## config.mk

```make
export PLATFORM = sky130hd
export DESIGN_NAME = sprite_draw_scheduler
export DESIGN_NICKNAME = d
export VERILOG_FILES = /design/src/rtl/sprite_draw_scheduler.sv
export SDC_FILE = /design/constraint.sdc
export NUM_CORES = 1
export LEC_CHECK = 0
export ABC_AREA = 1
export ABC_CLOCK_PERIOD_IN_PS = 1750
export CORE_MARGIN = 1
export CORE_UTILIZATION = 31
export DETAILED_ROUTE_END_ITERATION = 8
export DONT_BUFFER_PORTS = 1
export PLACE_DENSITY = 0.47
export SYNTH_ARGS = -nofsm -noshare
export SYNTH_HDL_FRONTEND = slang
export SYNTH_SLANG_ARGS = --single-unit
export TNS_END_PERCENT = 10
```

## constraint.sdc

```tcl
create_clock -name Clk -period 1.75 [get_ports Clk]
set_input_delay 0.35 -clock Clk [delete_from_list [all_inputs] [get_ports Clk]]
set_output_delay 0.35 -clock Clk [all_outputs]
set_load 0.005 [all_outputs]
```

## src/rtl/sprite_draw_scheduler.sv

```systemverilog
`default_nettype none
// ============================================================================
//  Module   : sprite_draw_scheduler
//  Brief    : Per-frame sprite table walker; swaps frame buffers on vsync and
//             issues one Start/Done draw handshake per valid table entry.
//  Revision : 1.0
// ============================================================================
module sprite_draw_scheduler #(
    parameter int N_SPRITES = 16,
    localparam int AW = $clog2(N_SPRITES)
) (
    input  logic          Clk,
    input  logic          Reset_N,
    input  logic          enable,
    input  logic          vsync,
    input  logic          tbl_we,
    input  logic [AW-1:0] tbl_addr,
    input  logic [23:0]   tbl_wdata,
    output logic          draw_start,
    output logic [2:0]    draw_img_id,
    output logic [9:0]    draw_x,
    output logic [9:0]    draw_y,
    input  logic          draw_done,
    output logic          even_frame,
    output logic          busy,
    output logic [15:0]   frame_count,
    output logic [7:0]    overrun_count
);

    localparam logic [2:0] c_idle    = 3'd0;
    localparam logic [2:0] c_swap    = 3'd1;
    localparam logic [2:0] c_scan    = 3'd2;
    localparam logic [2:0] c_issue   = 3'd3;
    localparam logic [2:0] c_release = 3'd4;
    localparam logic [AW-1:0] c_last = AW'(N_SPRITES - 1);

    logic [2:0]    r_state;
    logic [2:0]    w_next_state;
    logic          r_vsync_q;
    logic          w_edge;
    logic [23:0]   r_table [N_SPRITES];
    logic [AW-1:0] r_index;
    logic [23:0]   w_entry;
    logic          w_last;
    logic          w_busy;
    logic          w_latch;
    logic          w_index_inc;
    logic          w_frame_done;

    logic          r_draw_start;
    logic [2:0]    r_img_id;
    logic [9:0]    r_x;
    logic [9:0]    r_y;
    logic          r_even;
    logic [15:0]   r_frame_count;
    logic [7:0]    r_overrun;

    assign w_edge  = vsync & ~r_vsync_q;
    assign w_entry = r_table[r_index];
    assign w_last  = (r_index == c_last);

    // State register
    always_ff @(posedge Clk or negedge Reset_N) begin
        if (!Reset_N) begin
            r_state <= c_idle;
        end else begin
            r_state <= w_next_state;
        end
    end

    // Next-state logic
    always_comb begin
        w_next_state = r_state;
        case (r_state)
            c_idle:    if (w_edge && enable) w_next_state = c_swap;
            c_swap:    w_next_state = c_scan;
            c_scan: begin
                if (w_entry[23])  w_next_state = c_issue;
                else if (w_last)  w_next_state = c_idle;
            end
            c_issue:   if (draw_done) w_next_state = c_release;
            c_release: begin
                if (!draw_done) w_next_state = w_last ? c_idle : c_scan;
            end
            default:   w_next_state = c_idle;
        endcase
    end

    // Output / control decode
    always_comb begin
        w_busy       = (r_state != c_idle);
        w_latch      = (r_state == c_scan) && w_entry[23];
        w_index_inc  = ((r_state == c_scan) && !w_entry[23] && !w_last) ||
                       ((r_state == c_release) && !draw_done && !w_last);
        w_frame_done = ((r_state == c_scan) && !w_entry[23] && w_last) ||
                       ((r_state == c_release) && !draw_done && w_last);
    end

    // Table and index; a write lands on the next edge, so SCAN sees the old entry
    always_ff @(posedge Clk or negedge Reset_N) begin
        if (!Reset_N) begin
            for (int i = 0; i < N_SPRITES; i++) begin
                r_table[i] <= 24'd0;
            end
            r_index   <= '0;
            r_vsync_q <= 1'b0;
        end else begin
            if (tbl_we) begin
                r_table[tbl_addr] <= tbl_wdata;
            end
            if (r_state == c_swap) begin
                r_index <= '0;
            end else if (w_index_inc) begin
                r_index <= r_index + AW'(1);
            end
            r_vsync_q <= vsync;
        end
    end

    // Engine command, frame select and counters
    always_ff @(posedge Clk or negedge Reset_N) begin
        if (!Reset_N) begin
            r_draw_start  <= 1'b0;
            r_img_id      <= 3'd0;
            r_x           <= 10'd0;
            r_y           <= 10'd0;
            r_even        <= 1'b0;
            r_frame_count <= 16'd0;
            r_overrun     <= 8'd0;
        end else begin
            r_draw_start <= (w_next_state == c_issue);
            if (w_latch) begin
                r_img_id <= w_entry[22:20];
                r_y      <= w_entry[19:10];
                r_x      <= w_entry[9:0];
            end
            if (r_state == c_swap) begin
                r_even <= ~r_even;
            end
            if (w_frame_done) begin
                r_frame_count <= r_frame_count + 16'd1;
            end
            if (w_edge && w_busy && (r_overrun != 8'hFF)) begin
                r_overrun <= r_overrun + 8'd1;
            end
        end
    end

    assign draw_start    = r_draw_start;
    assign draw_img_id   = r_img_id;
    assign draw_x        = r_x;
    assign draw_y        = r_y;
    assign even_frame    = r_even;
    assign busy          = w_busy;
    assign frame_count   = r_frame_count;
    assign overrun_count = r_overrun;

endmodule
`default_nettype wire

```

Word level (Yosys, flattened, before mapping)
Cells that the tools add are included. Widths: inputs -> output; s select.

Input port bits: 34. Register bits: 441. Word-level logic and storage cells: 78.

Equality and inequality tests: 7. Bitwise operators: 5. $lt $le $gt $ge: 3. $add $sub $neg: 3. Reduce and logical (&&, ||, !) cells: 19. Muxes and demuxes: 15.

Operator list (number): $bwmux 384 (1); $bmux 24 s4 (1); $demux 24 s4 (1); $mux 24 (3); $add 16x1->16 const B (1); $mux 3 (5); $pmux 3 s5 (1); $logic_and 1x1->1 (11); $ge 5x5->1 const B (2); $not 4->5 (2); $eq 3x2->1 const B (3); $add 8x1->8 const B (1); $mux 4 (2); $ne 8x8->1 const B (1); $lt 5x1->1 const B (1); $add 4x1->4 const B (1); $eq 4x4->1 const B (1); $eq 3x1->1 const B (1); $eq 3x3->1 const B (1); $logic_not 1->1 (3); $logic_not 3->1 (1); $reduce_bool 3->1 (1); $logic_or 1x1->1 (2); $mux 2 (1); 3 further kinds (4).

Logic depth before layout (Yosys ltp)
Gate-level depths: netlist of the first run.

Word-level depth: 10. Mapped depth: 14. Depth with buffers taken out: 11.

Least setup slack after synthesis of the first run
Ideal clock, no wire load.

Path kind: register to register. Start point: reg r_index[0]. End point: reg r_y[3], in the netlist draw_y[3]. Library setup time: 0.117 ns. Required time: 1.633 ns. Path slack: 0.207 ns. Clock period less this slack: 1.543 ns. Buffers on the path: 3. Stages on the path, launching flop included: 10. Arrival: 1.425 ns. Cells stage by stage: dfrtp_1 > buf_6 > buf_4 > buf_2 > o21ai_0 > nor2_1 > o21ai_0 > nand3_1 > nand3_1 > nand2_1.

Cells in the longest elaborated chain, start to end: 5.

RTL lines: start, declared (RTL line 42) `logic [AW-1:0] r_index;`; start signal, assigned (RTL line 114) `r_index <= r_index + AW'(1);`; $not 4->5 (not written as such) (*) (RTL line 59) `assign w_entry = r_table[r_index];`; $bmux 24 s4 (*) (RTL line 59); $mux 24 (not written as such) (*) (2 in a row) (RTL line 59); $logic_and 1x1->1 (RTL line 92) `w_latch = (r_state == c_scan) && w_entry[23];`; end signal, assigned (RTL line 134) `r_y <= w_entry[19:10];`; end, declared (RTL line 53) `logic [9:0] r_y;`.

Every way passes the cells marked *; elsewhere a longest branch is shown, timed or not. The select of a mux whose other input is x is not followed. A chain may end at the register's enable or synchronous reset.

Final worst setup path of the first run
Start point: reg r_index[0]. End point: reg r_index[2].

Cells in the longest elaborated chain, start to end: 9. Elaborated cells between the ends (all ways): 15. Classes of those cells: 1 x add/sub; 1 x eq/ne; 5 x mux; 1 x bitwise; 7 x reduce/logical.

RTL lines: $not 4->5 (not written as such) (RTL line 59); $bmux 24 s4 (RTL line 59); $mux 24 (not written as such) (2 in a row) (RTL line 59); $logic_not 1->1 (RTL line 93) `w_index_inc = ((r_state == c_scan) && !w_entry[23] && !w_last) ||`; $logic_and 1x1->1 (2 in a row) (RTL line 93); $logic_or 1x1->1 (RTL line 93); $reduce_bool 2->1 (no line).

Several ways; a longest one is shown, not always the timed one. The select of a mux whose other input is x is not followed.

==> results of run 1 <==
layer usage:
layer	up-vias	GRT usage, %
li1	7995	-
met1	8110	27.3
met2	419	31.7
met3	79	3.27
met4	0	4.42
met5	-	0
timing repair:
item,4_1_cts,5_1_grt
hold endpoints to repair,496,441
buffers inserted,6,0
cloned,4,1
endpoints found under the setup margin,40,50
resized for setup,40,31
pin swaps,15,3
state kept, by name, indices dropped and copies added (netlist names):
register       cells
r_vsync_q          1
overrun_count      8
r_table          384
draw_y            10
draw_x            10
draw_img_id        3
draw_start         1
frame_count       16
even_frame         1
r_state            3
r_index            4
cell usage after synthesis, drive strengths merged:
cell type	count
nand4	7
xnor2	8
o211ai	23
o21a	1
o2111ai	1
xor2	16
a21oi	126
o221ai	1
inv	121
or2	1
clkbuf	106
nor3	14
ha	3
nor2	190
nand3b	1
a31oi	12
nand3	133
buf	80
mux2	3
o21ai	458
nand2	694
dfrtp	441
final timing paths:
kind	endpoint	slack [ps]	cells after the start
min in group Clk	r_state[0]	40	3
setup reg to reg	r_index[2]	-120	12
hold / removal	r_table[66]	-550	0
hold reg to reg	r_table[372]	480	2
setup / recovery	r_index[2]	-120	12
max in group asynchronous	r_table[132]	1390	0
where the power goes:
part / switching, mW / internal [mW]
registers: 1.48 / 12.5
clock network: 4.21 / 5.56
logic: 7.67 / 5.03
total: 13.4 / 23.1
per-stage QoR:
step | worst slack (ps) | hold slack [ps]
after global placement | -156 | 77.9
final | -120 | -545
after floorplan | 207 | 54.4
after CTS | -70.8 | -555
after detailed placement | -153 | 75.6
after global routing | -175 | -568
critical path, stage by stage, from the launching register on:
cell and delay, ps:
dfrtp_4 540, buf_6 150, buf_6 120, nor2_4 100, nor2_2 30, nor2_1 110, nand2_2 90, nand2_4 130
nand2_8 90, buf_6 140, buf_6 110, nand4_1 60, nand2_1 90
logic make-up (layout without fill, tap and decap cells):
kind of cell	after synthesis	in the layout	share of synthesized area, %
simple gates	1040	1040	20.7
mux	3	3	0.169
fa+ha+maj	3	3	0.188
compound gates	622	622	16.1
xor+xnor	24	24	1.05
flops	441	441	55.2
buf+inv	307	364	6.65
layout make-up:
| type | instances | area (sq um) |
|---|---|---|
| Multi-Input combinational cell | 1692 | 7880 |
| Sequential cell | 441 | 11000 |
| Clock buffer | 73 | 1420 |
| Tap cell | 846 | 1060 |
| Inverter | 121 | 473 |
| Clock inverter | 12 | 67.6 |
| Timing Repair inverter | 2 | 20.0 |
| Timing Repair Buffer | 156 | 1860 |
| Fill cell | 6483 | 39600 |
==> impl_metrics.env, run 1 <==
export IMPL_yosys_warnings=0
export IMPL_grtUsageTotal_pct=19.6
export IMPL_dpl_cell_count=3222
export IMPL_port_buffers=0
export IMPL_hp_class="in2async"
export IMPL_grt_max_degree=442
export IMPL_slew_headroom_pct=27.3
export IMPL_hold_viol_final=441
export IMPL_cts_root_buf="clkbuf_16"
export IMPL_yosysSeqAreaShare_pct=55.2
export IMPL_dp_hpwl_mm=36.7
export IMPL_overflow=0
export IMPL_cts_tree="done"
export IMPL_drcViolationCount=0
export IMPL_drv_slew=0
export IMPL_path_clk_slew_ps=60
export IMPL_synthDistinctLibCells=33
export IMPL_setup_violations_final=45
export IMPL_top_layer="met4"
export IMPL_core_sq_mm=0.0634
export IMPL_syn_inst=2440
export IMPL_setup_slack_ps=-120
export IMPL_avgViaCountPerCell=4.97
export IMPL_placed_area_sq_mm=0.0217
export IMPL_h_tree_depth=2
export IMPL_final_common_cell="nand2_1"
export IMPL_violations="hold timing, setup timing"
export IMPL_hold_buffers=27
export IMPL_rsz0062_at_grt="true"
export IMPL_clock_latency_ps=590
export IMPL_detail_route_iter0_violations=1520
export IMPL_fin_util_pct=37.5
export IMPL_crit_arrival_ps=2340
export IMPL_finClkSkew_ps=22.9
export IMPL_io_pins=84
export IMPL_num_vias=16600
export IMPL_synth_area_leaders="dfrtp_1 (55%), nand2_1 (13%), o21ai_0 (11%), nor2_1 (3.5%), nand3_1 (3.3%)"
export IMPL_n_antenna_cell=0
export IMPL_crit_required_ps=2220
export IMPL_synth_seq_cells=441
export IMPL_clock_fmax_ghz=0.535
export IMPL_rows=92
export IMPL_start_util_pct=31.5
export IMPL_syn_nets=2477
export IMPL_fin_crit_sh_pct=107
export IMPL_syn_area_sq_mm=0.0200
export IMPL_fp_dieW_microns=256
export IMPL_fin_nets=2499
export IMPL_cp_end_kind="flip-flop"
export IMPL_outcome="finished with violations"
export IMPL_stdcell_count=3343
export IMPL_grt_pass1_vias=16200
export IMPL_antenna_left=0
export IMPL_place_gp_congestion=0.829
export IMPL_drv_cap=0
export IMPL_hold_slack_ps=-545
export IMPL_worst_slew_pin_slew_ps=1090
export IMPL_period_needed_ps=1870
export IMPL_cts_inserted_buffers=48
export IMPL_die_area_sq_mm=0.0656
export IMPL_cts_buffer_depth=3
export IMPL_synth_top_cell_area_share_pct=55.2
export IMPL_drt_met1_wl_mm=30.2
export IMPL_wl_mm=64.2
export IMPL_die_h_microns=256
export IMPL_path_class="reg2reg"
export IMPL_wire_per_inst_microns=19.2
export IMPL_drive_above_1_share_pct=10.9
export IMPL_routed_wl_met3_mm=3.45
export IMPL_crit_start="r_index[0]"
export IMPL_dr_pass1_iters=5
export IMPL_ir_worst_vdd_mv=0.739
export IMPL_setup_tns_final_ps=-3290
export IMPL_wl_met2_mm=29.4
export IMPL_p_per_area_mw_per_mm2=1530
export IMPL_power_leakage_nw=11.0
export IMPL_synth_largest_area_cell="dfrtp_1"
export IMPL_p_total_mw=36.5
export IMPL_fin_area_sq_mm=0.0238
export IMPL_cp_start_kind="flip-flop"
export IMPL_syn_area_per_cell_sq_um=8.20
export IMPL_syn2layout_area_growth_pct=19.0
export IMPL_cts_sinks=441
export IMPL_antenna_found_initial=1
export IMPL_crit_fanout=6
export IMPL_most_common_layout_cells="nand2_1 (663), dfrtp_1 (439), o21ai_0 (432)"
export IMPL_grt_pass1_wl_mm=99.7
export IMPL_r2r_start="r_index[0]"
Note: power is estimated with default switching activity, not from simulation.
==> run 2, diff against run 1 <==
--- a/config.mk
+++ b/config.mk
@@ -6,7 +6,7 @@
 export NUM_CORES = 1
 export LEC_CHECK = 0
 export ABC_AREA = 1
-export ABC_CLOCK_PERIOD_IN_PS = 1750
+export ABC_CLOCK_PERIOD_IN_PS = 2300
 export CORE_MARGIN = 1
 export CORE_UTILIZATION = 31
 export DETAILED_ROUTE_END_ITERATION = 8
==> constraint.sdc (replaced) <==
create_clock -name Clk -period 2.3 [get_ports Clk]
set_input_delay 0.46 -clock Clk [delete_from_list [all_inputs] [get_ports Clk]]
set_output_delay 0.46 -clock Clk [all_outputs]
set_load 0.005 [all_outputs]
==> run 2 against run 1 <==
The run ends with hold timing, slew limit left. Fmax decreased by 8.8%. Critical path depth decreased by 1. Clock skew about the same. Sequential share of layout area increased by 2.4 points. Wire length decreased by 4.8%. Final cell count decreased by 2.5%. Register-to-register slack improved by 370 ps. Via count decreased by 2.6%. Critical path type unchanged. Largest power group unchanged.
==> impl_metrics.env, run 2 (synthesized netlist as in run 1, its figures left out) <==
export IMPL_setup_violations_final=0
export IMPL_seq_power_share_pct=41.3
export IMPL_cts_tree="done"
export IMPL_h_tree_depth=2
export IMPL_clock_latency_ps=600
export IMPL_antenna_left=0
export IMPL_avgViaCountPerCell=4.96
export IMPL_fin_crit_sh_pct=89.2
export IMPL_cp_end_kind="flip-flop"
export IMPL_hold_slack_ps=-421
export IMPL_r2r_slack_ps=250
export IMPL_port_buffers=0
export IMPL_placed_area_sq_mm=0.0209
export IMPL_crit_required_ps=2820
export IMPL_worst_slew_pin_slew_ps=1600
export IMPL_grt_max_degree=442
export IMPL_outcome="finished with violations"
export IMPL_io_pins=84
export IMPL_largest_reg_flops=384
export IMPL_rsz0062_at_grt="false"
export IMPL_cts_sinks=441
export IMPL_most_common_layout_cells="nand2_1 (685), dfrtp_1 (439), o21ai_0 (438)"
export IMPL_grt_pass1_vias=15300
export IMPL_clock_fmax_ghz=0.488
export IMPL_syn2layout_area_growth_pct=13.2
export IMPL_pwr_share_clk_pct=28.9
export IMPL_num_vias=16200
export IMPL_cts_inserted_buffers=48
export IMPL_drcViolationCount=0
export IMPL_regMostFlops="r_table"
export IMPL_die_h_microns=256
export IMPL_hold_buffers=26
export IMPL_grtUsageTotal_pct=18.7
export IMPL_core_sq_mm=0.0634
export IMPL_sw_frac_of_total_pct=36.4
export IMPL_antenna_found_initial=0
export IMPL_slew_headroom_pct=-6.39
export IMPL_hold_viol_final=441
export IMPL_fin_nets=2417
export IMPL_p_int_mw=16.5
export IMPL_violations="hold timing, slew limit"
export IMPL_finClkSkew_ps=22.5
export IMPL_cts_buffer_depth=3
export IMPL_overflow=0
export IMPL_grt_pass1_wl_mm=94.9
export IMPL_drive_above_1_share_pct=6.51
export IMPL_detail_route_iter0_violations=1435
export IMPL_crit_fanout=23
export IMPL_n_antenna_cell=0
export IMPL_p_per_area_mw_per_mm2=1140
export IMPL_die_area_sq_mm=0.0656
export IMPL_dr_pass1_iters=5
export IMPL_period_needed_ps=2050
export IMPL_ir_worst_vdd_mv=0.698
export IMPL_pwr_share_comb_pct=29.8
export IMPL_fp_dieW_microns=256
export IMPL_rr_worst_depth=11
export IMPL_path_class="reg2reg"
export IMPL_p_sw_mw=9.43
export IMPL_fin_util_pct=35.7
export IMPL_cts_root_buf="clkbuf_16"
export IMPL_r2r_start="r_index[0]"
export IMPL_drv_cap=0
export IMPL_fin_area_sq_mm=0.0226
export IMPL_path_clk_slew_ps=60
export IMPL_power_leakage_nw=10.4
export IMPL_place_gp_congestion=0.821
export IMPL_setup_tns_final_ps=0
export IMPL_dp_hpwl_mm=34.1
export IMPL_hp_class="in2async"
export IMPL_drv_slew=213
export IMPL_cp_start_kind="flip-flop"
export IMPL_rows=92
export IMPL_final_common_cell="nand2_1"
export IMPL_wire_per_inst_microns=18.7
export IMPL_worstReg2RegEnd="draw_y[7]"
export IMPL_start_util_pct=31.5
export IMPL_wl_mm=61.1
export IMPL_crit_arrival_ps=2580
export IMPL_post_cts_setup_buffers=0
==> run 2: cell type report <==
cell class              count  area (sq um)
well taps                 846          1060
flip-flops and latches    441         11000
fillers                  6538         40800
repair buffers             76           861
inverters                 121           462
clock inverters             7          42.5
clock buffers              76          1460
multi-input cells        1692          7720
==> run 2: how the worst max path moves through the flow <==
stage	start	cells past startpoint	endpoint	slack [ps]
floorplan	tbl_we	8	r_table[200]	700
global placement	r_index[0]	11	draw_x[8]	190
detailed placement	r_index[0]	11	draw_y[7]	180
CTS	r_index[0]	11	draw_x[2]	160
global route	r_index[0]	11	draw_img_id[1]	80
finish	r_index[0]	11	draw_y[7]	250
==> run 2: through the flow <==
stage	hold slack, ps	total power [mW]	cells	worst slack (ps)
3_5_place_dp	185	18.5	3150	175
5_1_grt	-446	27.7	3259	81.7
4_1_cts	-451	26.2	3259	164
2_1_floorplan	164	16.0	2440	696
6_report	-421	25.9	3259	249
3_3_place_gp	188	18.4	3150	186
==> run 2: what timing repair did <==
item / 4_1_cts / 5_1_grt
setup endpoints to repair: 0 / 2
gates resized for setup: 0 / 1
endpoints found under the hold margin: 495 / 441
==> run 2: layer usage <==
metal	vias up	track usage (%)	part of all wire, %
met1	7900	25.9	47
li1	7806	-	-
met4	0	4.08	1.7
met2	395	30.5	46
met3	69	3.11	5.3
met5	-	0	0
==> run 2: worst max-delay path: stages, from the launching register on <==
cell and delay [ps]:
dfrtp_4 590, inv_4 220, nand2_1 80, nand3_1 80, nand2_1 50, nor2_1 90, nand2_1 70, nand2_2 120
nand2_4 180, inv_6 300, nand3_1 120, nand2_1 80
==> run 2: power groups by stage <==
| stage | logic, mW | registers [mW] | clock network [mW] |
|---|---|---|---|
| after floorplan | 5.63 | 10.4 | 0 |
| after global placement | 7.64 | 10.8 | 0 |
| after detailed placement | 7.71 | 10.8 | 0 |
| after CTS | 7.78 | 10.7 | 7.71 |
| after global routing | 8.78 | 10.9 | 7.99 |
| final | 7.71 | 10.7 | 7.49 |
==> run 3, diff against run 2 <==
--- a/config.mk
+++ b/config.mk
@@ -5,7 +5,6 @@
 export SDC_FILE = /design/constraint.sdc
 export NUM_CORES = 1
 export LEC_CHECK = 0
-export ABC_AREA = 1
 export ABC_CLOCK_PERIOD_IN_PS = 2300
 export CORE_MARGIN = 1
 export CORE_UTILIZATION = 31
==> run 3 against run 2 <==
The run ends with hold timing, slew limit, setup timing left. Wire length down 15%. Power rose by 5.2%. Combinational power grew 12%. Clock-buffer cell count is 3 lower. Synthesized area shrank 0.18%. Critical path type unchanged. First-iteration DRC count fell by 55%. Register-to-register slack lost 260 ps. Final cell count down 32%. Sequential share of layout area is 1.3 points lower. Utilization grew 1.1 points. Largest cell class unchanged. Fmax shrank 11%. Critical path depth fell by 5.
==> impl_metrics.env, run 3 <==
export IMPL_outcome="finished with violations"
export IMPL_violations="hold timing, slew limit, setup timing"
export IMPL_synth_top_cell_area_share_pct=55.3
export IMPL_port_buffers=0
export IMPL_hold_buffers=33
export IMPL_finClkSkew_ps=20.3
export IMPL_syn_nets=1319
export IMPL_antenna_found_initial=3
export IMPL_cts_sinks=441
export IMPL_synth_largest_area_cell="dfrtp_1"
export IMPL_hold_slack_ps=-420
export IMPL_cts_inserted_buffers=49
export IMPL_synth_most_common_cell="dfrtp_1"
export IMPL_drv_cap=0
export IMPL_detail_route_iter0_violations=651
export IMPL_p_per_area_mw_per_mm2=1170
export IMPL_synthDistinctLibCells=49
export IMPL_cp_start_kind="flip-flop"
export IMPL_setup_slack_ps=-10.3
export IMPL_core_sq_mm=0.0633
export IMPL_hold_viol_final=261
export IMPL_power_leakage_nw=9.74
export IMPL_synth_area_leaders="dfrtp_1 (55%), mux2_2 (23%), mux4_2 (9.5%), mux2i_1 (1.8%), clkbuf_1 (1.4%)"
export IMPL_slew_headroom_pct=-51.5
export IMPL_clock_latency_ps=590
export IMPL_wire_per_inst_microns=23.7
export IMPL_most_common_layout_cells="dfrtp_1 (437), mux2_2 (396), mux4_2 (85)"
export IMPL_die_h_microns=256
export IMPL_yosysSeqAreaShare_pct=55.3
export IMPL_avgViaCountPerCell=5.07
export IMPL_rsz0062_at_grt="true"
export IMPL_syn_area_sq_mm=0.0200
export IMPL_synth_ff_type="dfrtp_1"
export IMPL_ys_async_sr_fraction_pct=100
export IMPL_fin_crit_sh_pct=100
export IMPL_cp_end_kind="flip-flop"
export IMPL_syn_area_per_cell_sq_um=15.6
export IMPL_largest_reg_flops=384
export IMPL_worst_slew_pin_slew_ps=2270
export IMPL_stdcell_count=2203
export IMPL_h_tree_depth=2
export IMPL_cts_tree="done"
export IMPL_period_needed_ps=2310
export IMPL_cts_root_buf="clkbuf_16"
export IMPL_fin_util_pct=36.8
export IMPL_dr_pass1_iters=6
export IMPL_grtUsageTotal_pct=16.2
export IMPL_dp_hpwl_mm=27.9
export IMPL_crit_arrival_ps=2780
export IMPL_ir_worst_vdd_mv=0.540
export IMPL_synth_edf_count=0
export IMPL_num_vias=11200
export IMPL_final_common_cell="dfrtp_1"
export IMPL_wl_mm=52.1
export IMPL_rows=92
export IMPL_fp_dieW_microns=256
export IMPL_crit_required_ps=2770
export IMPL_path_class="reg2reg"
export IMPL_crit_fanout=14
export IMPL_antenna_left=0
export IMPL_syn2layout_area_growth_pct=16.6
export IMPL_cts_buffer_depth=3
export IMPL_overflow=0
export IMPL_grt_pass1_vias=12000
export IMPL_die_area_sq_mm=0.0654
export IMPL_yosys_warnings=0
export IMPL_path_clk_slew_ps=60
export IMPL_drv_slew=244
export IMPL_hp_class="in2async"
export IMPL_drive_above_1_share_pct=49.3
export IMPL_yosys_top_cells_count="dfrtp_1 (441), mux2_2 (401), mux4_2 (84), clkbuf_1 (75), mux2i_1 (35)"
export IMPL_drcViolationCount=0
export IMPL_grt_max_degree=442
export IMPL_clock_fmax_ghz=0.433
export IMPL_start_util_pct=31.5
export IMPL_syn_inst=1282
export IMPL_place_gp_congestion=0.709
export IMPL_dpl_cell_count=2079
export IMPL_regMostFlops="r_table"
export IMPL_io_pins=84
export IMPL_synth_seq_cells=441
export IMPL_setup_violations_final=3
export IMPL_p_total_mw=27.2
export IMPL_fin_nets=1357
export IMPL_grt_pass1_wl_mm=79.6
==> run 3: cell count changes in the layout (fill, tap and decap cells not counted), moves of 12 or more <==
cell      before  now
o21ai_0      438   15
mux2_4         0   21
nor2_1       184    9
o211ai_1      22   10
o21ai_1       16    0
nand2_1      685   24
mux2i_1        0   35
a21oi_1      126    9
inv_1        116    2
nor3_1        13    1
mux4_2         0   85
nand3_1      127    8
mux2_2         3  396
==> run 3: metal layers <==
layer	up-vias	share of wire, %	GRT usage, %	wire, microns
li1	4834	-	-	-
met1	6092	47	22.7	24500
met2	153	47	25.4	24500
met3	77	3.4	2.64	1770
met4	4	2.4	5.26	1270
met5	-	0.044	0	23
==> run 3: cell families (layout without fill, tap and decap cells) <==
kind of cell | count (synthesis) | after routing | share of synthesized area, %
fa+ha+maj | 3 | 3 | 0.188
mux | 546 | 546 | 36.1
compound gates | 66 | 66 | 2.41
other cells | 0 | 1 | 0
xor+xnor | 23 | 23 | 1.01
flops | 441 | 441 | 55.3
buf+inv | 106 | 180 | 2.55
simple gates | 97 | 97 | 2.51
==> run 3: worst paths after layout <==
check | cells past startpoint | end | slack (ps) | from
min | 0 | overrun_count[5] | -420 | Reset_N
max | 6 | draw_x[5] | -10 | r_index[1]
max in group asynchronous | 0 | r_index[2] | 780 | Reset_N
min reg2reg | 1 | r_table[79] | 500 | r_table[79]
max reg2reg | 6 | draw_x[5] | -10 | r_index[1]
min in group Clk | 1 | r_table[77] | 40 | tbl_wdata[5]
==> run 3: repair_timing <==
item,4_1_cts,5_1_grt
endpoints found under the hold margin,813,441
cloned,0,1
gates resized for setup,6,10
setup endpoints to repair,18,30
buffers inserted,1,1
pin swaps,1,0
==> run 3: area by class of cell <==
type,count,area (sq um)
diodes,1,2.50
clock buffers,73,1490
clock inverters,14,76.3
fillers,6052,40000
inverters,2,7.51
multi-input cells,735,8570
flip-flops and latches,441,11000
well taps,846,1060
repair buffers,91,1050
==> run 3: power breakdown <==
group          internal, mW  switching (mW)  leakage [nW]
registers              9.68            1.28          5.40
logic                  5.09            3.51          3.55
clock network          4.45            3.22         0.784
==> run 3: through the flow <==
stage | worst slack (ps) | hold WS (ps) | cell area (sq um) | setup TNS [ps]
after CTS | -17.1 | -459 | 23200 | -50.4
after global routing | -77.5 | -463 | 23300 | -914
final | -10.3 | -420 | 23300 | -27.2
after global placement | -5.56 | 173 | 21300 | -13.4
after floorplan | 116 | 164 | 20000 | 0
after detailed placement | -34.4 | 176 | 21300 | -242
==> run 3: critical path: stages, from the launching register on <==
cell      delay, ps
dfrtp_4         560
mux2_4          230
a2bb2o_4        210
or2_4           250
a211oi_4        350
buf_12          250
mux2_1          330
